--- config.mk ---
export PLATFORM = sky130hd
export DESIGN_NAME = alu_exec_stage_32bit
export DESIGN_NICKNAME = d
export VERILOG_FILES = /design/src/rtl/alu_pkg.sv /design/src/rtl/mul_seq_32bit.sv /design/src/rtl/alu_exec_stage_32bit.sv
export SDC_FILE = /design/constraint.sdc
export NUM_CORES = 1
export LEC_CHECK = 0
export ABC_AREA = 0
export CAP_MARGIN = 20
export CORE_ASPECT_RATIO = 0.7
export CORE_MARGIN = 3
export CORE_UTILIZATION = 35
export CTS_BUF_LIST = sky130_fd_sc_hd__clkbuf_4
export DETAILED_ROUTE_END_ITERATION = 6
export PLACE_DENSITY = 0.51
export REMOVE_ABC_BUFFERS = 1
export SYNTH_ARGS = -nofsm -noshare
export SYNTH_HDL_FRONTEND = slang
export SYNTH_SLANG_ARGS = --single-unit
--- constraint.sdc ---
create_clock -name clk -period 6.5 [get_ports clk]
set_input_delay 0.65 -clock clk [delete_from_list [all_inputs] [get_ports clk]]
set_output_delay 0.65 -clock clk [all_outputs]
set_load 0.005 [all_outputs]
--- src/rtl/alu_pkg.sv ---
// Shared constants, opcode and state encodings for the ALU execute/writeback stage.
package alu_pkg;

    localparam int DWIDTH = 32;
    localparam int RWIDTH = 6;

    typedef enum logic [3:0] {
        OP_ADD   = 4'd0,
        OP_SUB   = 4'd1,
        OP_AND   = 4'd2,
        OP_OR    = 4'd3,
        OP_XOR   = 4'd4,
        OP_SLL   = 4'd5,
        OP_SRL   = 4'd6,
        OP_SRA   = 4'd7,
        OP_SLT   = 4'd8,
        OP_SLTU  = 4'd9,
        OP_MUL   = 4'd10,
        OP_PASSB = 4'd11
    } alu_op_t;

    typedef enum logic [1:0] {
        IDLE = 2'd0,
        MUL  = 2'd1,
        WB   = 2'd2
    } exec_state_t;

    // Opcodes 12-15 are reserved and raise err instead of writing back.
    function automatic logic is_legal(input logic [3:0] code);
        return code <= 4'd11;
    endfunction

endpackage

--- src/rtl/mul_seq_32bit.sv ---
// Shift-add multiplier: loads on start, then one iteration per clock for 32 clocks.
import alu_pkg::*;

module mul_seq_32bit (
    input  logic              clk,
    input  logic              rst,
    input  logic              start,
    input  logic [DWIDTH-1:0] a,
    input  logic [DWIDTH-1:0] b,
    output logic              done,
    output logic [DWIDTH-1:0] product
);

    logic [DWIDTH-1:0] mcand;
    logic [DWIDTH-1:0] mplier;
    logic [DWIDTH-1:0] acc;
    logic [4:0]        count;
    logic              running;

    // product is the accumulator after the current iteration, so it is final when done is high.
    assign product = acc + (mplier[0] ? mcand : '0);
    assign done    = running && (count == 5'd31);

    always_ff @(posedge clk) begin
        if (!rst) begin
            mcand   <= '0;
            mplier  <= '0;
            acc     <= '0;
            count   <= '0;
            running <= 1'b0;
        end else if (start) begin
            mcand   <= a;
            mplier  <= b;
            acc     <= '0;
            count   <= '0;
            running <= 1'b1;
        end else if (running) begin
            acc    <= product;
            mcand  <= mcand << 1;
            mplier <= mplier >> 1;
            count  <= count + 5'd1;
            if (count == 5'd31) begin
                running <= 1'b0;
            end
        end
    end

endmodule

--- src/rtl/alu_exec_stage_32bit.sv ---
// Execute/writeback stage: single-cycle ALU ops at full rate, MUL stalls the stage for 32 cycles.
import alu_pkg::*;

module alu_exec_stage_32bit (
    input  logic              clk,
    input  logic              rst,
    input  logic              in_valid,
    output logic              in_ready,
    input  logic [3:0]        op,
    input  logic [DWIDTH-1:0] a,
    input  logic [DWIDTH-1:0] b,
    input  logic [RWIDTH-1:0] dst,
    output logic              wb_we,
    output logic [RWIDTH-1:0] wb_wa,
    output logic [DWIDTH-1:0] wb_wd,
    output logic              flag_z,
    output logic              flag_c,
    output logic              flag_v,
    output logic              err,
    output logic              busy,
    output exec_state_t       state
);

    // Handshake: a transfer happens on a posedge where in_valid && in_ready; inputs are ignored otherwise.
    logic              accept;
    logic              legal;
    logic              mul_start;
    logic              mul_done;
    logic [DWIDTH-1:0] mul_product;
    logic [RWIDTH-1:0] mul_dst;
    logic [DWIDTH:0]   add_full;
    logic [DWIDTH-1:0] sub_res;
    logic [DWIDTH-1:0] alu_res;
    logic              alu_c;
    logic              alu_v;

    assign in_ready  = rst && (state != MUL);
    assign busy      = (state == MUL);
    assign accept    = in_valid && in_ready;
    assign legal     = is_legal(op);
    assign mul_start = accept && (op == OP_MUL);
    assign add_full  = {1'b0, a} + {1'b0, b};
    assign sub_res   = a - b;

    always_comb begin
        alu_res = '0;
        alu_c   = 1'b0;
        alu_v   = 1'b0;
        case (op)
            OP_ADD: begin
                alu_res = add_full[DWIDTH-1:0];
                alu_c   = add_full[DWIDTH];
                alu_v   = (a[DWIDTH-1] == b[DWIDTH-1]) && (add_full[DWIDTH-1] != a[DWIDTH-1]);
            end
            OP_SUB: begin
                alu_res = sub_res;
                alu_c   = (a >= b);
                alu_v   = (a[DWIDTH-1] != b[DWIDTH-1]) && (sub_res[DWIDTH-1] != a[DWIDTH-1]);
            end
            OP_AND:   alu_res = a & b;
            OP_OR:    alu_res = a | b;
            OP_XOR:   alu_res = a ^ b;
            OP_SLL:   alu_res = a << b[4:0];
            OP_SRL:   alu_res = a >> b[4:0];
            OP_SRA:   alu_res = $unsigned($signed(a) >>> b[4:0]);
            OP_SLT:   alu_res = {{(DWIDTH-1){1'b0}}, ($signed(a) < $signed(b))};
            OP_SLTU:  alu_res = {{(DWIDTH-1){1'b0}}, (a < b)};
            OP_PASSB: alu_res = b;
            default:  alu_res = '0;
        endcase
    end

    mul_seq_32bit u_mul (
        .clk     (clk),
        .rst     (rst),
        .start   (mul_start),
        .a       (a),
        .b       (b),
        .done    (mul_done),
        .product (mul_product)
    );

    // wb_wa/wb_wd/flags only change on a writeback, so they hold between pulses.
    always_ff @(posedge clk) begin
        if (!rst) begin
            state   <= IDLE;
            wb_we   <= 1'b0;
            wb_wa   <= '0;
            wb_wd   <= '0;
            flag_z  <= 1'b0;
            flag_c  <= 1'b0;
            flag_v  <= 1'b0;
            err     <= 1'b0;
            mul_dst <= '0;
        end else begin
            wb_we <= 1'b0;
            err   <= 1'b0;
            if (state == MUL) begin
                if (mul_done) begin
                    state  <= WB;
                    wb_we  <= 1'b1;
                    wb_wa  <= mul_dst;
                    wb_wd  <= mul_product;
                    flag_z <= (mul_product == '0);
                    flag_c <= 1'b0;
                    flag_v <= 1'b0;
                end
            end else if (accept) begin
                if (!legal) begin
                    state <= IDLE;
                    err   <= 1'b1;
                end else if (op == OP_MUL) begin
                    state   <= MUL;
                    mul_dst <= dst;
                end else begin
                    state  <= WB;
                    wb_we  <= 1'b1;
                    wb_wa  <= dst;
                    wb_wd  <= alu_res;
                    flag_z <= (alu_res == '0);
                    flag_c <= alu_c;
                    flag_v <= alu_v;
                end
            end else begin
                state <= IDLE;
            end
        end
    end

endmodule
### Yosys cells after proc, flatten, opt, wreduce, memory -nomap -nowiden

Cells that the tools add are included.

| storage, ports and cells | value |
|---|---|
| register bits after elaboration | 153 |
| input bits | 77 |
| output and inout bits | 47 |

| operators by class | value |
|---|---|
| add/subtract/negate cells | 4 |
| order comparisons | 4 |
| equality and inequality tests | 20 |
| shift-type cells | 3 |
| muxes and demuxes | 46 |
| bitwise gates (word level) | 6 |
| reduce and logical (&&, ||, !) cells | 16 |

Operators with widths:

| cell | number |
|---|---|
| 32-bit case mux with 11 select lines | 1 |
| 32-bit two-way mux | 10 |
| 32-bit zero test | 2 |
| 32-bit less-than comparator | 2 |
| 32-bit by 32-bit adder with 33-bit output | 1 |
| 32-bit adder | 1 |
| 32-bit bitwise AND | 1 |
| 32-bit >= comparator | 1 |
| 32-bit OR | 1 |
| 32-bit by 5-bit << shifter with 32-bit output | 1 |
| 32-bit by 5-bit >> shifter with 32-bit output | 1 |
| 32-bit by 5-bit >>> shifter with 32-bit output | 1 |
| 32-bit subtractor | 1 |
| 32-bit bitwise XOR | 1 |
| 6-bit two-way mux | 5 |
| 1-bit two-way mux | 23 |
| 4-bit by 3-bit == test with 1-bit output (second input constant) | 4 |
| 4-bit == test (second input constant) | 4 |
| 2-bit two-way mux | 5 |
| 4-bit by 2-bit == test with 1-bit output (second input constant) | 2 |
| 4-bit AND reduction | 2 |
| 1-bit logical AND | 6 |
| 2-bit nonzero test | 3 |
| 5-bit by 1-bit adder with 5-bit output (second input constant) | 1 |
| 13 further kinds | 19 |

### Logic depth before layout (Yosys ltp)

Gate-level depths: netlist of the first run.

| logic depth | value |
|---|---|
| depth after elaboration | 8 |
| mapped depth | 18 |
| gate-level depth less buffers | 15 |

### Cells and area by module

A second synthesis of the first run with hierarchy kept.

| unflattened totals | value |
|---|---|
| cells, all modules | 2581 |
| area total of the unflattened synthesis | 18933.2 um^2 |

By module, submodules not included:

| module | instances | cells an instance | area each (um^2) |
|---|---|---|---|
| alu_exec_stage_32bit | 1 | 1813 | 12470.7 |
| mul_seq_32bit | 1 | 768 | 6462.4 |

### Worst setup path before layout of the first run

Ideal clock, no wire load.

| path | value |
|---|---|
| kind | input port to flip-flop |
| from | input b[2] |
| to | register flag_z |
| data arrival time | 5071 ps |
| required time | 6431 ps |
| setup slack | 1360 ps |
| cell stages on the path | 18 |
| cell sequence | clkbuf_8 > inv_1 > clkbuf_1 > clkbuf_1 > buf_1 > ha_1 > clkbuf_1 > a21oi_1 > o21ai_0 > a211oi_1 > o21ai_0 > a31o_2 > a2111oi_1 > a21boi_0 > nor3_1 > nand4_1 > or4_1 > o21ai_1 |

| between the ends | value |
|---|---|
| longest elaborated chain between the ends | 7 |
| elaborated cells between the ends (all ways) | 16 |

RTL lines:

| element | line | text |
|---|---|---|
| start: declaration | alu_exec_stage_32bit.sv:11 | `input logic [DWIDTH-1:0] b,` |
| 32-bit subtractor, or another cell as far along | alu_exec_stage_32bit.sv:43 | `assign sub_res = a - b;` |
| 32-bit case mux with 11 select lines (*) | alu_exec_stage_32bit.sv:49 | `case (op)` |
| 32-bit zero test (*) | alu_exec_stage_32bit.sv:120 | `flag_z <= (alu_res == '0);` |
| 1-bit two-way mux (*) | alu_exec_stage_32bit.sv:112 | `end else if (op == OP_MUL) begin` |
| 1-bit two-way mux (*) | alu_exec_stage_32bit.sv:109 | `if (!legal) begin` |
| 1-bit two-way mux (*) | alu_exec_stage_32bit.sv:108 | `end else if (accept) begin` |
| 1-bit two-way mux (*) | alu_exec_stage_32bit.sv:98 | `if (state == MUL) begin` |
| end signal: assignment | alu_exec_stage_32bit.sv:104 | `flag_z <= (mul_product == '0);` |
| end signal: assignment | alu_exec_stage_32bit.sv:120 |  |
| end: declaration | alu_exec_stage_32bit.sv:16 | `output logic flag_z,` |

Mark *: on every way between the ends. The rest lies on a longest branch, timed or not. The select of a mux whose other input is x is not followed.
A chain may end at the register's enable or synchronous reset.

### Worst setup path in the final report of the first run

| path | value |
|---|---|
| from | register u_mul.mplier[0] |
| to | register flag_z |

| between the ends | value |
|---|---|
| longest elaborated chain between the ends | 5 |

RTL lines:

| element | line | text |
|---|---|---|
| start: declaration | mul_seq_32bit.sv:15 | `logic [DWIDTH-1:0] mplier;` |
| start signal: assignment | mul_seq_32bit.sv:40 | `mplier <= mplier >> 1;` |
| 32-bit two-way mux | mul_seq_32bit.sv:21 | `assign product = acc + (mplier[0] ? mcand : '0);` |
| 32-bit adder | mul_seq_32bit.sv:21 |  |
| 32-bit zero test | alu_exec_stage_32bit.sv:104 |  |
| 1-bit two-way mux | alu_exec_stage_32bit.sv:99 | `if (mul_done) begin` |
| 1-bit two-way mux | alu_exec_stage_32bit.sv:98 |  |

Every way passes these cells. The select of a mux whose other input is x is not followed.

==> out/qor.txt, run 1 <==
Status - complete, no violations
Worst-Skew Late Latency - 0.76 ns
FF+latch count, synth - 153
Vias in the first global route - 20,000
Initial core utilization - 0.356
Sequential area share after synthesis - 0.159
Nets - 2,790
Crit Reg-Reg Endpoint - flag_z$_SDFFE_PN0P_
Post-synthesis adder-cell area fraction - 0.0923
PortBufs - 123
Vias per inst - 6.52
Hold Buf Count CTS - 0
I/O pins - 124
Synth Area in Simple Gates - 0.218
CP required - 7.18 ns
First-pass GRT wire length - 146,000 µm
Post-synth top cells - 255 x nand2_1, 177 x nor2_1, 158 x a21oi_1, 153 x dfxtp_1, 148 x clkbuf_1
Final worst setup slack - 1.26 ns
Hold Crit Class - in2reg
Mapped Cells - 2,497
Largest net degree at the start of global routing - 65
Die H - 202 µm
Clock sink count - 153
Mean post-synth cell area - 7.70 µm²
Die W - 286 µm
Initial antenna violation count - 4
Worst reg2reg startpoint - u_mul.mplier[0]$_SDFFE_PN0P_
Pwr dens - 138 nW/µm²
Crit-path max FO - 27
Slew Viols, Final - 0
Cell with the most instances after synthesis - nand2_1
Starting DRT DRC Count - 2,978
Multiplexer share of the synthesized area - 0.153
FP Rows - 71
Compound-Gate Fraction of Synth Area - 0.292
Min-delay src - rst
Max frequency - 191 MHz
Detailed-router iteration count before antenna repair - 7
Final HPWL DP - 79,000 µm
Tmin final - 5.24 ns
Core area - 54,000 µm²
Total GRT Usage - 0.343
CTS tree - yes
Share of cells above drive strength 1 - 0.116
Final GP Congestion - 1.03
Vias - 21,600
Post-synth ARST share - 0
CTS root buf - clkbuf_4
WHS Path Cells - 2
Setup_tns - 0 ns
Setup crit start kind - flip-flop
Register area - 3070 µm²
H-tree depth - 4
Post-DP Area - 21,500 µm²
Post-route DRC - 0
CP Class - reg2reg
Number of max-cap violations - 0
Ys flop type - dfxtp_1
Largest cells by area after synthesis - dfxtp_1 16%, ha_1 8.9%, mux2i_1 6.9%
Xor and xnor area share after synthesis - 0.0155
Resize count post-CTS - 0
Final hold viol count - 0
Clk pin slew, worst setup/hold paths - 0.19 ns
Place WS - 0.375 ns
Fillers - 5,691
Synthesized area - 19,200 µm²
Design area - 21,800 µm²
Synth cell types - 95
Setup bufs post-CTS - 0
Yosys warns - 0
Number of setup violations in the final report - 0
Arrival time worst endpoint - 5.92 ns
Crit. End Element - flip-flop
Inserted Clock Buffers - 17
Area Growth Syn to Fin - 13.5%
Leak - 9.15 nW
Crit share post-route - 0.807
Area of the multi-input gates - 14,900 µm²
Hold Path Sink - u_mul.mcand[29]$_SDFFE_PN0P_
Number of flops mapped to enable cells by yosys - 0
WL/cell - 30.7 µm
Clk buf depth - 2
Min Hold Slack - 0.328 ns
Routed Antenna Nets - 0
Clock skew - 0.0453 ns
Grt total ovfl - 0
Reg2Reg Setup Slack - 1.26 ns
Cell taking the most area after synthesis - dfxtp_1
Max-slew headroom - 0.298
Final WL - 102,000 µm
Slew @ Worst Pin - 1.05 ns
Largest family of logic cells by synthesized area - compound AO/OA/AOI/OAI gates
R2R depth - 15
Peak VDD IR - 0.000107 V
Yosys top cell area share - 0.159
RSZ-0062 raised after global routing - no
Die area - 57,800 µm²
[logic make-up after synthesis]
family,after synthesis
simple gates,842
compound gates,794
buf+inv,310
mux,224
flops,153
fa+ha+maj,140
xor+xnor,34
[flip-flops by register name, summed over array words and instances, names as in the netlist]
name and count:
wb_wa 6, err 1, u_mul.running 1, mul_dst 6
flag_z 1, u_mul.mplier 32, flag_v 1, wb_we 1
u_mul.acc 32, flag_c 1, u_mul.mcand 32, u_mul.count 5
wb_wd 32, state 2
[routing by layer]
metal / global-route usage / part of all wire / up-vias / wire, µm
li1: - / - / 9571 / -
met1: 0.519 / 0.47 / 10700 / 47700
met2: 0.482 / 0.40 / 1216 / 41100
met3: 0.0741 / 0.10 / 136 / 10200
met4: 0.0944 / 0.028 / 2 / 2840
met5: 0 / 0.00013 / - / 13
[layout by cell type (no fill, tap or decap), drive strengths merged, types with 30 or more instances in the layout]
cell type,n
nand2,255
nor2,177
a21oi,158
dfxtp,153
ha,137
buf,134
mux2i,132
o21ai,132
inv,119
clkdlybuf4s50,116
and2,65
nand3,64
o211a,64
nor3,64
mux4,52
a22oi,46
o211ai,41
mux2,40
a21boi,31
a211oi,30
a21o,30
[area by class of cell]
cell class                 instances  area share
clock inverter                    15     0.00860
clock buffer                      17     0.00585
tap                              730      0.0419
sequential                       153       0.141
timing repair buffer             252       0.101
antenna                            4    0.000459
inverter                         115      0.0198
multi-input combinational       2034       0.682
[power breakdown]
group / switching [mW] / internal (mW) / total [mW]
registers: 0.0144 / 0.957 / 0.971
clock network: 0.470 / 0.275 / 0.744
logic: 0.834 / 0.453 / 1.29
[how the worst max path moves through the flow]
stage                                       startpoint             endpoint  cells after the start
after floorplan               u_mul.running$_SDFF_PN0_  flag_z$_SDFFE_PN0P_                      9
after global placement                            a[3]  flag_z$_SDFFE_PN0P_                     15
after detailed placement                          a[3]  flag_z$_SDFFE_PN0P_                     15
after CTS                                         a[3]  flag_z$_SDFFE_PN0P_                     15
after global routing      u_mul.mplier[0]$_SDFFE_PN0P_  flag_z$_SDFFE_PN0P_                     15
final                     u_mul.mplier[0]$_SDFFE_PN0P_  flag_z$_SDFFE_PN0P_                     15
[stage by stage]
stage	cells	power (mW)	utilization
2_1_floorplan	2302	1.62	-
3_3_place_gp	3281	2.23	0.397
3_5_place_dp	3282	2.22	0.398
4_1_cts	3314	2.98	0.403
5_1_grt	3318	3.12	0.404
6_report	3320	3.00	0.404
[critical path: stages, from the launching register on]
cell and delay [ns]:
dfxtp_1 0.41, buf_4 0.24, and2_1 0.19, ha_1 0.34, o21a_1 0.17, o211ai_1 0.12
a21oi_1 0.60, a21oi_1 0.15, buf_4 0.20, xnor2_1 0.17, or4b_2 0.70, nor4_1 0.60
nand4b_1 0.41, nor4_1 0.62, nor2_1 0.12, o21ai_1 0.10
(Power assumes the default switching activity.)
==> run 2, diff against run 1 <==
PLACE_DENSITY = 0.53   (was 0.51)
clock period = 4.75 ns   (was 6.5 ns; I/O delays follow)
==> run 2 against run 1 <==
Sequential power is 37% higher. Final area increased by 11%. Clock skew decreased by 0.0048 ns. Hold slack got worse by 0.16 ns. Die area is the same. Clock power rose by 18%. Largest power group unchanged. Highest routed layer unchanged.
==> out/qor.txt, run 2 (same netlist as run 1, synthesis figures left out) <==
Status - complete, no violations
Vias per inst - 6.21 (-4.8%)
Initial core utilization - 0.356 (unchanged)
FP Rows - 71 (unchanged)
CTS tree - yes
Slew Viols, Final - 0 (unchanged)
Routed Antenna Nets - 0 (unchanged)
Crit-path max FO - 6 (-78%)
Pwr dens - 177 nW/µm² (+29%)
Total GRT Usage - 0.352 (+0.00941)
Most frequent cells in the layout - 429 x buf_4, 255 x nand2_1, 176 x nor2_1
Final worst setup slack - 0.338 ns (-0.918 ns)
Clock sink count - 153 (unchanged)
Leak - 10.7 nW (+16%)
RSZ-0062 raised after global routing - no
Clock skew - 0.0405 ns (-0.00477 ns)
Number of setup violations in the final report - 0 (unchanged)
Detailed-router iteration count before antenna repair - 7 (unchanged)
Max-slew headroom - 0.255 (-0.0432)
Peak VDD IR - 0.000121 V (+13%)
First-pass GRT wire length - 150,000 µm (+2.4%)
Place WS - -0.176 ns (-0.551 ns)
CP max stage cell - or4b_2
Hold Crit Class - in2reg
Setup bufs post-CTS - 0 (unchanged)
I/O pins - 124 (unchanged)
Post-route DRC - 0 (unchanged)
Starting DRT DRC Count - 2,852 (-4.2%)
CP Cell Sequence - and2_1 -> ha_1 -> inv_1 -> fa_1 -> nand2b_1 -> a21oi_1 -> o21ai_0 -> a21o_1 -> xor2_1 -> or4b_2 -> nor4_1 -> buf_4 -> nand4b_1 -> buf_4 -> nor4_1 -> buf_4 -> nor2_1 -> o21ai_1
Final HPWL DP - 83,100 µm (+5.1%)
Die area - 57,800 µm² (unchanged)
Tmin final - 4.41 ns (-0.832 ns)
CTS root buf - clkbuf_4
CP required - 5.42 ns (-1.76 ns)
WL/cell - 28.7 µm (-6.4%)
Initial antenna violation count - 6 (+2)
Die W - 286 µm (unchanged)
Core area - 54,000 µm² (unchanged)
H-tree depth - 4 (unchanged)
Vias - 22,500 (+4.2%)
Area Growth Syn to Fin - 25.8%
Commonest non-fill, non-tap cell in the layout - buf_4
Worst-Skew Late Latency - 0.72 ns (-0.04 ns)
Final GP Congestion - 1.03 (+0.23%)
Inserted Clock Buffers - 17 (unchanged)
PortBufs - 123 (unchanged)
Slowest Stage Delay on Critical Path - 0.64 ns (-0.06 ns)
Clk pin slew, worst setup/hold paths - 0.19 ns (about the same)
Final hold viol count - 0 (unchanged)
Crit share post-route - 0.929 (+0.122)
Arrival time worst endpoint - 5.08 ns (-0.84 ns)
Largest net degree at the start of global routing - 62 (-4.6%)
Fillers - 5,536 (-2.7%)
Max frequency - 227 MHz (+19%)
Nets - 3,101 (+11%)
Resize count post-CTS - 0 (unchanged)
Clk buf depth - 2 (unchanged)
Most frequent CP cell - buf_4
Hold Buf Count CTS - 0 (unchanged)
Die H - 202 µm (unchanged)
Share of cells above drive strength 1 - 0.210 (+0.0939)
Setup_tns - 0 ns (unchanged)
Slew @ Worst Pin - 1.11 ns (+0.0602 ns)
Vias in the first global route - 21,300 (+6.2%)
Grt total ovfl - 0 (unchanged)
Crit. End Element - flip-flop
CP Class - reg2reg
Setup crit start kind - flip-flop
Number of max-cap violations - 0 (unchanged)
Final WL - 104,000 µm (+2.3%)
run 2: cell count changes in the layout (fill, tap and decap cells not counted), moves of 2 or more:
cell | previous run | this run
buf_12 | 3 | 11
buf_4 | 126 | 429
bufinv_16 | 3 | 1
clkinvlp_4 | 3 | 1
clkinv_2 | 1 | 5
run 2: metrics by stage:
step / instances / hold WS (ns) / utilization / power, mW / instance area, µm²
6_report: 3631 / 0.166 / 0.448 / 4.29 / 24200
2_1_floorplan: 2302 / 0.444 / - / 2.22 / 18300
3_5_place_dp: 3594 / 0.463 / 0.443 / 3.37 / 23900
3_3_place_gp: 3594 / 0.452 / 0.443 / 3.37 / 23900
5_1_grt: 3631 / 0.107 / 0.448 / 4.48 / 24200
4_1_cts: 3626 / 0.0434 / 0.447 / 4.27 / 24200
run 2: metal layers:
metal  GRT usage  part of all wire
met5      0.0117            0.0014
met3       0.127              0.11
met4       0.133             0.041
met1       0.505              0.46
met2       0.473              0.39
run 2: critical path: cells and delay by family (launching register included):
kind / cells / cell delay, ns
xor gates and xnor gates: 1 / 0.20
DFF: 1 / 0.45
buffers and inverters: 4 / 0.65
and+or+nand+nor: 7 / 1.70
AOI/OAI and AO/OA: 4 / 0.81
adders and majority gates: 2 / 0.58
run 2: cell type report:
cell class	instances	area (µm²)	area share
repair buffers	563	4650	0.192
clock inverters	15	125	0.00517
inverters	115	432	0.0179
diodes	4	10.0	0.000414
multi-input cells	2034	14900	0.614
clock buffers	17	128	0.00528
well taps	730	913	0.0378
flip-flops and latches	153	3070	0.127
run 2: where the power goes:
| group | total, mW | internal [mW] | switching [mW] |
|---|---|---|---|
| Clock | 0.875 | 0.261 | 0.614 |
| Combinational | 2.09 | 0.869 | 1.22 |
| Sequential | 1.33 | 1.31 | 0.0165 |
| Total | 4.29 | 2.44 | 1.85 |
run 2: final timing paths:
check        slack [ns]                           end  cells after the start                         start
max                0.34           flag_z$_SDFFE_PN0P_                     18  u_mul.mplier[0]$_SDFFE_PN0P_
min reg2reg        0.48         wb_wd[1]$_SDFFE_PN0P_                      2         wb_wd[1]$_SDFFE_PN0P_
min                0.17  u_mul.mplier[4]$_SDFFE_PN0P_                      2                          b[4]
max reg2reg        0.34           flag_z$_SDFFE_PN0P_                     18  u_mul.mplier[0]$_SDFFE_PN0P_
==> run 3, diff against run 2 <==
PLACE_DENSITY = 0.51   (was 0.53)
clock period = 4.65 ns   (was 4.75 ns; I/O delays follow)
==> run 3 against run 2 <==
Maximum frequency shrank 2.3%. Global-route usage shrank 0.44 points. Register-to-register slack lost 0.20 ns. Critical path depth shrank 4. First-iteration DRC count shrank 3.0%. Power grew 7.0%. Die area is the same. Hold slack gained 0.033 ns. Via count grew 1.2%. Setup slack lost 0.20 ns. Utilization grew 0.44 points. Non-clock buffer count grew 15.
==> out/qor.txt, run 3 (same netlist as run 1, synthesis figures left out) <==
Core area - 54,000 µm² (unchanged)
R2R depth - 14 (-4)
Clock skew - 0.0354 ns (-0.00509 ns)
Total GRT Usage - 0.348 (-0.00443)
Vias per inst - 6.26 (+0.88%)
Peak VDD IR - 0.000202 V (+67%)
Worst-Skew Late Latency - 0.70 ns (-0.02 ns)
Setup crit start kind - flip-flop
Post-DP Area - 24,100 µm² (+0.68%)
Register area - 3070 µm² (unchanged)
WHS Path Cells - 2 (unchanged)
Number of setup violations in the final report - 0 (unchanged)
Crit share post-route - 0.971 (+0.0418)
Most frequent cells in the layout - 441 x buf_4, 255 x nand2_1, 176 x nor2_1
Worst reg2reg startpoint - u_mul.mplier[0]$_SDFFE_PN0P_
Vias - 22,800 (+1.2%)
Max frequency - 222 MHz (-2.3%)
Cell internal pwr - 2.68 mW (+9.9%)
Initial antenna violation count - 1 (-5)
Power share of the combinational group - 0.467 (-0.020)
Detailed-router iteration count before antenna repair - 6 (-1)
Place WS - -0.445 ns (-0.269 ns)
Switching share of power - 0.417 (-0.0153)
CTS tree - yes
Clk pin slew, worst setup/hold paths - 0.19 ns (about the same)
I/O pins - 124 (unchanged)
Number of max-cap violations - 0 (unchanged)
Routed Antenna Nets - 0 (unchanged)
CTS root buf - clkbuf_4
Arrival time worst endpoint - 5.17 ns (+0.09 ns)
Post-layout util - 0.452 (+0.00438)
Grt total ovfl - 0 (unchanged)
CP required - 5.31 ns (-0.11 ns)
First-pass GRT wire length - 149,000 µm (-0.24%)
Die W - 286 µm (unchanged)
Design Power - 4.59 mW (+7.0%)
Share of cells above drive strength 1 - 0.215 (+0.00544)
Hold Crit Class - in2reg
Final WL - 104,000 µm (-0.45%)
PortBufs - 123 (unchanged)
Finished Layout Cells - 3,644 (+0.36%)
Hold Buf Count CTS - 0 (unchanged)
Area Growth Syn to Fin - 27.0%
Pwr dens - 188 nW/µm² (+6.0%)
Clock network fraction of design power - 0.238 (+0.034)
Power share of the sequential group - 0.295 (-0.014)
Slew Viols, Final - 0 (unchanged)
Design area - 24,400 µm² (+0.98%)
Starting DRT DRC Count - 2,766 (-3.0%)
Die H - 202 µm (unchanged)
Max-slew headroom - 0.143 (-0.112)
Final hold viol count - 0 (unchanged)
Final worst setup slack - 0.136 ns (-0.202 ns)
Count of placed standard cells including taps - 3,610 (+0.45%)
Final GP Congestion - 1.06 (+3.3%)
Leak - 10.8 nW (+1.1%)
Fillers - 5,565 (+0.52%)
FP Rows - 71 (unchanged)
Hold Path Sink - u_mul.mplier[4]$_SDFFE_PN0P_
Slew @ Worst Pin - 1.28 ns (+0.167 ns)
Setup_tns - 0 ns (unchanged)
Clock sink count - 153 (unchanged)
Crit-path max FO - 31 (+25)
Status - complete, no violations
Setup bufs post-CTS - 0 (unchanged)
RSZ-0062 raised after global routing - no
Initial core utilization - 0.356 (unchanged)
Commonest non-fill, non-tap cell in the layout - buf_4
H-tree depth - 4 (unchanged)
Sw Pwr - 1.91 mW (+3.2%)
Inserted Clock Buffers - 17 (unchanged)
Post-route DRC - 0 (unchanged)
Crit Reg-Reg Endpoint - flag_z$_SDFFE_PN0P_
Die area - 57,800 µm² (unchanged)
Reg2Reg Setup Slack - 0.14 ns (-0.20 ns)
Resize count post-CTS - 0 (unchanged)
Clk buf depth - 2 (unchanged)
CP Class - reg2reg
Tmin final - 4.51 ns (+0.102 ns)
Vias in the first global route - 21,300 (-0.052%)
Area of the multi-input gates - 14,900 µm² (unchanged)
WL/cell - 28.4 µm (-0.81%)
Final HPWL DP - 82,000 µm (-1.3%)
Largest net degree at the start of global routing - 134 (+120%)
Nets - 3,116 (+0.48%)
Min-delay src - b[4]
Min Hold Slack - 0.199 ns (+0.0331 ns)
Crit. End Element - flip-flop
run 3: cell count changes in the layout (fill, tap and decap cells not counted), sizes merged, moves of 2 or more:
| cell | change |
|---|---|
| clkinv | -6 |
| inv | +2 |
| buf | +17 |
| bufinv | +3 |
| diode | -2 |
run 3: how the worst max path moves through the flow:
stage,from,end,slack [ns],cells past startpoint
6_report,u_mul.mplier[0]$_SDFFE_PN0P_,flag_z$_SDFFE_PN0P_,0.14,14
2_1_floorplan,u_mul.running$_SDFF_PN0_,flag_z$_SDFFE_PN0P_,-1.65,9
3_5_place_dp,a[24],flag_z$_SDFFE_PN0P_,-0.44,14
4_1_cts,u_mul.mcand[0]$_SDFFE_PN0P_,flag_z$_SDFFE_PN0P_,0.31,17
5_1_grt,u_mul.mcand[0]$_SDFFE_PN0P_,flag_z$_SDFFE_PN0P_,0.01,17
3_3_place_gp,a[1],flag_z$_SDFFE_PN0P_,-0.44,15
run 3: critical path, cell delays in order, from the launching register on:
cell	delay, ns
dfxtp_1	0.39
buf_4	0.31
and2_1	0.19
ha_1	0.36
a21o_1	0.30
a211o_1	0.27
o22a_1	0.29
a31oi_1	0.42
o21ai_0	0.20
xnor2_1	0.59
nand4b_1	0.41
nor4_1	0.45
buf_4	0.18
nor2_1	0.05
o21ai_1	0.06
run 3: power by group through the flow:
stage,Sequential [mW],Combinational (mW),Clock (mW)
after global placement,1.38,2.08,0
after CTS,1.35,2.08,1.13
after global routing,1.36,2.25,1.17
after detailed placement,1.38,2.07,0
final,1.35,2.14,1.09
after floorplan,1.38,0.884,0
run 3: cell type report:
cell class                 instances  area share
tap                              730      0.0374
inverter                         115      0.0177
clock buffer                      17     0.00523
multi-input combinational       2034       0.609
antenna                            2    0.000205
timing repair buffer             578       0.197
sequential                       153       0.126
clock inverter                    15     0.00866
run 3: routing by layer:
layer | GRT usage | vias up | part of all wire
li1 | - | 10200 | -
met1 | 0.524 | 11200 | 0.47
met2 | 0.486 | 1238 | 0.40
met3 | 0.0740 | 156 | 0.096
met4 | 0.110 | 0 | 0.033
met5 | 0 | - | 0
==> patch 1 (flow settings as in run 3) <==
Set the package constant `DWIDTH` to 48 (it was 32).
--- a/src/rtl/alu_pkg.sv
+++ b/src/rtl/alu_pkg.sv
@@ -1,7 +1,7 @@
 // Shared constants, opcode and state encodings for the ALU execute/writeback stage.
 package alu_pkg;
 
-    localparam int DWIDTH = 32;
+    localparam int DWIDTH = 48;
     localparam int RWIDTH = 6;
 
     typedef enum logic [3:0] {
Interface: changed (resized a, b and wb_wd); port bits go from 124 to 172. No check against the original RTL was run, so the function may have changed too.
==> patch 1 against run 3 <==
The flow now finishes with violations (setup timing); power up 65%; clock power up 66%; wire length up 63%; die area up 41%; sequential cell count up 64; setup slack worse by 0.57 ns; design area up 64%; synthesized area up 42%; critical path type unchanged; highest routed layer is now met5.
==> patch 1: results (changes against run 3) <==
| Metric | Value |
|---|---|
| Peak supply drop | 0.180 mV (was 0.202 mV) |
| Routability Congestion | 1.06 (about the same) |
| GR Util All Layers | 39.6% (was 34.8%) |
| Depth of the worst register-to-register path | 20 (was 14) |
| Leakage dissipation | 0.0184 uW (was 0.0108 uW) |
| DP HPWL | 140 mm (was 82.0 mm) |
| Violated checks | setup timing |
| Fin Clk Skew | 0.0390 ns (was 0.0354 ns) |
| Delay contributed by the slowest stage of the critical path | 0.51 ns (was 0.59 ns) |
| Maximum buffer depth of the clock tree | 3 (was 2) |
| Slack of the critical path | -0.431 ns (was 0.136 ns) |
| Worst path slowest cell | sky130_fd_sc_hd__or4_4 (was sky130_fd_sc_hd__xnor2_1) |
| Top Family by Delay on Critical Path | simple AND/OR/NAND/NOR gates (was compound AO/OA/AOI/OAI gates) |
| Status | finished, violations left (was finished clean) |
| Placed Cells incl. Taps | 5935 (was 3610) |
| Pre-CTS setup slack | -0.743 ns (was -0.445 ns) |
| Instance area after placement | 0.0391 sq mm (was 0.0241 sq mm) |
| Fraction of final layout cells with drive strength greater than 1 | 30.5% (was 21.5%) |
| Nets@finish | 5260 (was 3116) |
| Number of global-route vias before repair | 33200 (was 21300) |
| Routed len/inst | 27.9 um (was 28.4 um) |
| Synth top area cells | sky130_fd_sc_hd__dfxtp_1 (16%), sky130_fd_sc_hd__ha_1 (9.0%), sky130_fd_sc_hd__mux2i_1 (8.4%), sky130_fd_sc_hd__nor2_1 (5.5%), sky130_fd_sc_hd__a21oi_1 (5.3%) (was sky130_fd_sc_hd__dfxtp_1 (16%), sky130_fd_sc_hd__ha_1 (8.9%), sky130_fd_sc_hd__mux2i_1 (6.9%), sky130_fd_sc_hd__mux4_2 (6.0%), sky130_fd_sc_hd__nand2_1 (5.0%)) |
| Number of antenna violations at the first check in global routing | 11 (was 1) |
| Final count of negative-setup-slack endpoints | 1 (was 0) |
| Worst-path maximum fanout | 13 (was 31) |
| Number of buffers created by CTS | 56 (was 17) |
| Filler Cells Inserted | 7798 (was 5565) |
## patch 1: timing repair
action                                  4_1_cts  5_1_grt
resized for setup                            15       16
buffers inserted                              0        3
endpoints found under the setup margin        1        6
pin swaps                                     8       10
## patch 1: kinds of logic after synthesis
group	synth area share (%)
xor+xnor	2.30
flops	15.9
fa+ha+maj	9.19
buf+inv	6.44
compound gates	31.6
simple gates	21.2
mux	13.4
## patch 1: worst min path at each step
stage | start | end | slack (ns) | cells after the start
6_report | b[2] | u_mul.mplier[2]$_SDFFE_PN0P_ | 0.19 | 3
3_5_place_dp | wb_wd[25]$_SDFFE_PN0P_ | wb_wd[25]$_SDFFE_PN0P_ | 0.46 | 2
3_3_place_gp | wb_wd[37]$_SDFFE_PN0P_ | wb_wd[37]$_SDFFE_PN0P_ | 0.44 | 2
5_1_grt | dst[2] | mul_dst[2]$_SDFFE_PN0P_ | 0.15 | 3
4_1_cts | rst | u_mul.mcand[39]$_SDFFE_PN0P_ | 0.09 | 3
2_1_floorplan | mul_dst[0]$_SDFFE_PN0P_ | mul_dst[0]$_SDFFE_PN0P_ | 0.44 | 2
## patch 1: tightest hold or removal path, stage by stage
cell	delay, ns
sky130_fd_sc_hd__buf_4	0.11
sky130_fd_sc_hd__buf_4	0.23
sky130_fd_sc_hd__o211a_1	0.19
## patch 1: layout make-up
cell class                      count  share of cell area, %
Multi-Input combinational cell   3068                   53.7
Tap cell                         1044                   3.27
Inverter                          179                   1.68
Timing Repair Buffer             1430                   28.7
Antenna cell                        2                 0.0125
Clock buffer                       85                   1.60
Sequential cell                   217                   10.9
Clock inverter                      8                  0.166
## patch 1: layer usage
layer  vias to the layer above  share of wire, %  track usage [%]
met1                     17300                47             58.9
met4                         2               3.9             13.4
li1                      16400                 -                -
met3                       260                12             11.3
met2                      2072                38             53.5
met5                         -            0.0071                0
## patch 1: metrics by stage
step                      utilization [%]  TNS, ns
after floorplan                         -  -420.27
after global placement               50.7    -2.36
after detailed placement             50.7    -3.21
after CTS                            51.7   -0.286
after global routing                 51.8   -0.562
final                                51.8   -0.431
## patch 1: power groups by stage
stage / logic, uW / registers, uW / clock network [uW]
after floorplan: 1390 / 1960 / 0
after global placement: 3730 / 1960 / 0
after detailed placement: 3710 / 1960 / 0
after CTS: 3730 / 1920 / 1880
after global routing: 4020 / 1920 / 1950
final: 3870 / 1920 / 1810
==> patch 2 (config.mk and constraints of run 3) <==
Made on the original files. Reset style: asynchronous (`rst`), changed in 2 clocked blocks.
--- a/src/rtl/mul_seq_32bit.sv
+++ b/src/rtl/mul_seq_32bit.sv
@@ -21,7 +21,7 @@
     assign product = acc + (mplier[0] ? mcand : '0);
     assign done    = running && (count == 5'd31);
 
-    always_ff @(posedge clk) begin
+    always_ff @(posedge clk or negedge rst) begin
         if (!rst) begin
             mcand   <= '0;
             mplier  <= '0;
--- a/src/rtl/alu_exec_stage_32bit.sv
+++ b/src/rtl/alu_exec_stage_32bit.sv
@@ -81,7 +81,7 @@
     );
 
     // wb_wa/wb_wd/flags only change on a writeback, so they hold between pulses.
-    always_ff @(posedge clk) begin
+    always_ff @(posedge clk or negedge rst) begin
         if (!rst) begin
             state   <= IDLE;
             wb_we   <= 1'b0;
Formal check against the unedited RTL: differs if rst is asserted again (counterexample within 4 cycles, from zero or initial values and one cycle with rst low); with rst held inactive, the same outputs for 4 cycles.
==> patch 2 against run 3 <==
The flow now finishes with violations (DRC); critical path type is now primary input to flop; design area shrank 1.7%; sequential cell count is the same; wire length shrank 9.2%; cell count shrank 3.5%; clock skew shrank 0.0012 ns; synthesized area shrank 6.5%; setup slack lost 0.0073 ns; largest cell class unchanged.
Power is not compared: it rests on default switching activity, and its combinational part moved more than twofold at a synthesized area within 25%.
==> patch 2: results (changes against run 3) <==
| Metric | Value |
|---|---|
| Arrival @ worst endpoint | 5.14 ns (was 5.17 ns) |
| Wire length of the first global-routing pass | 138 mm (was 149 mm) |
| Status | finished, violations left (was finished clean) |
| Slew at the pin with the worst max-slew slack | 1.16 ns (was 1.28 ns) |
| DP HPWL | 76.7 mm (was 82.0 mm) |
| Delay contributed by the slowest stage of the critical path | 0.65 ns (was 0.59 ns) |
| Async set-or-reset flop fraction in the synthesized netlist | 100% (was 0%) |
| GR Util All Layers | 33.9% (was 34.8%) |
| DR vias/cell | 6.06 (was 6.26) |
| Nets@finish | 3054 (was 3116) |
| Synth top area cells | sky130_fd_sc_hd__dfrtp_1 (21%), sky130_fd_sc_hd__ha_1 (9.5%), sky130_fd_sc_hd__mux2i_1 (6.8%), sky130_fd_sc_hd__nand2_1 (5.6%), sky130_fd_sc_hd__o21ai_0 (4.8%) (was sky130_fd_sc_hd__dfxtp_1 (16%), sky130_fd_sc_hd__ha_1 (8.9%), sky130_fd_sc_hd__mux2i_1 (6.9%), sky130_fd_sc_hd__mux4_2 (6.0%), sky130_fd_sc_hd__nand2_1 (5.0%)) |
| Worst path slowest cell | sky130_fd_sc_hd__a2111oi_1 (was sky130_fd_sc_hd__xnor2_1) |
| Fin Clk Skew | 0.0342 ns (was 0.0354 ns) |
| Pin count of the biggest net entering global routing | 126 (was 134) |
| DR DRC count | 2 (was 0) |
| Worst hold path class | primary input to asynchronous set/reset pin (was primary input to flop) |
| Violated checks | DRC |
| Top cells by count, synth | sky130_fd_sc_hd__nand2_1 (266), sky130_fd_sc_hd__nor2_1 (204), sky130_fd_sc_hd__o21ai_0 (174), sky130_fd_sc_hd__a21oi_1 (156), sky130_fd_sc_hd__dfrtp_1 (153) (was sky130_fd_sc_hd__nand2_1 (255), sky130_fd_sc_hd__nor2_1 (177), sky130_fd_sc_hd__a21oi_1 (158), sky130_fd_sc_hd__dfxtp_1 (153), sky130_fd_sc_hd__clkbuf_1 (148)) |
| Number of global-route vias before repair | 20200 (was 21300) |
| Routability Congestion | 1.06 (about the same) |
| Routed len/inst | 26.8 um (was 28.4 um) |
| Vias post-DR | 21300 (was 22800) |
| Clock Pin Slew Worst Setup and Hold Paths | 0.17 ns (was 0.19 ns) |
| Distinct cell type count of the synthesized netlist | 88 (was 95) |
| Seq/Total Area, Yosys | 21.3% (was 15.9%) |
patch 2: changes by cell type after synthesis, moves of 17 or more:
cell,run 3,this run
sky130_fd_sc_hd__nor3_1,64,39
sky130_fd_sc_hd__o21ai_0,131,174
sky130_fd_sc_hd__clkbuf_1,148,123
sky130_fd_sc_hd__o211a_1,64,2
sky130_fd_sc_hd__dfxtp_1,153,0
sky130_fd_sc_hd__or3_1,20,3
sky130_fd_sc_hd__a21boi_0,31,6
sky130_fd_sc_hd__nor2_1,177,204
sky130_fd_sc_hd__dfrtp_1,0,153
sky130_fd_sc_hd__o21a_1,28,10
sky130_fd_sc_hd__and2_1,65,47
sky130_fd_sc_hd__mux4_2,51,34
patch 2: layout make-up:
cell class	instances	area (sq um)
Sequential cell	153	3830
Clock inverter	14	159
Inverter	118	443
Multi-Input combinational cell	1870	13100
Clock buffer	18	135
Timing Repair Buffer	677	5490
Antenna cell	2	5.00
Tap cell	665	832
Fill cell	5040	26000
patch 2: through the flow:
stage / instance area [sq um] / setup slack, ns / total power (uW) / hold slack, ns / setup TNS [ns]
6_report: 24000 / 0.129 / 9840 / 0.177 / 0
5_1_grt: 24000 / 0.00104 / 10600 / 0.128 / 0
4_1_cts: 24000 / 0.0625 / 9710 / 0.113 / 0
3_5_place_dp: 23700 / -0.675 / 8690 / 0.337 / -1.37
3_3_place_gp: 23700 / -0.642 / 8570 / 0.336 / -1.24
2_1_floorplan: 17300 / -9.55 / 6140 / 0.169 / -1051.15
patch 2: path summary, 6_finish.rpt:
path,start,endpoint,slack (ns),depth (start not counted)
max,b[5],flag_z$_DFFE_PN0P_,0.13,18
min,rst,u_mul.acc[30]$_DFFE_PN0P_,0.18,2
max reg2reg,u_mul.mplier[0]$_DFFE_PN0P_,flag_z$_DFFE_PN0P_,0.28,16
min reg2reg,wb_wa[2]$_DFFE_PN0P_,wb_wa[2]$_DFFE_PN0P_,0.50,2
max in group asynchronous,rst,u_mul.running$_DFF_PN0_,3.36,3
min in group clk,b[2],u_mul.mplier[2]$_DFFE_PN0P_,0.29,4
patch 2: kinds of logic (layout without fill, tap and decap cells):
logic type | Yosys count | in the layout | synth area share, %
simple gates | 762 | 762 | 19.8
compound gates | 733 | 733 | 27.3
buf+inv | 284 | 827 | 6.17
mux | 186 | 186 | 13.2
flops | 153 | 153 | 21.3
fa+ha+maj | 140 | 140 | 9.87
xor+xnor | 49 | 49 | 2.39
other cells | 0 | 2 | 0
patch 2: metal layers:
metal | vias up | GRT usage [%] | part of all wire (%)
met1 | 10500 | 51.7 | 48
met5 | - | 0 | 0.019
met3 | 116 | 7.06 | 9.2
met2 | 1054 | 48.2 | 40
met4 | 4 | 8.50 | 2.6
li1 | 9638 | - | -
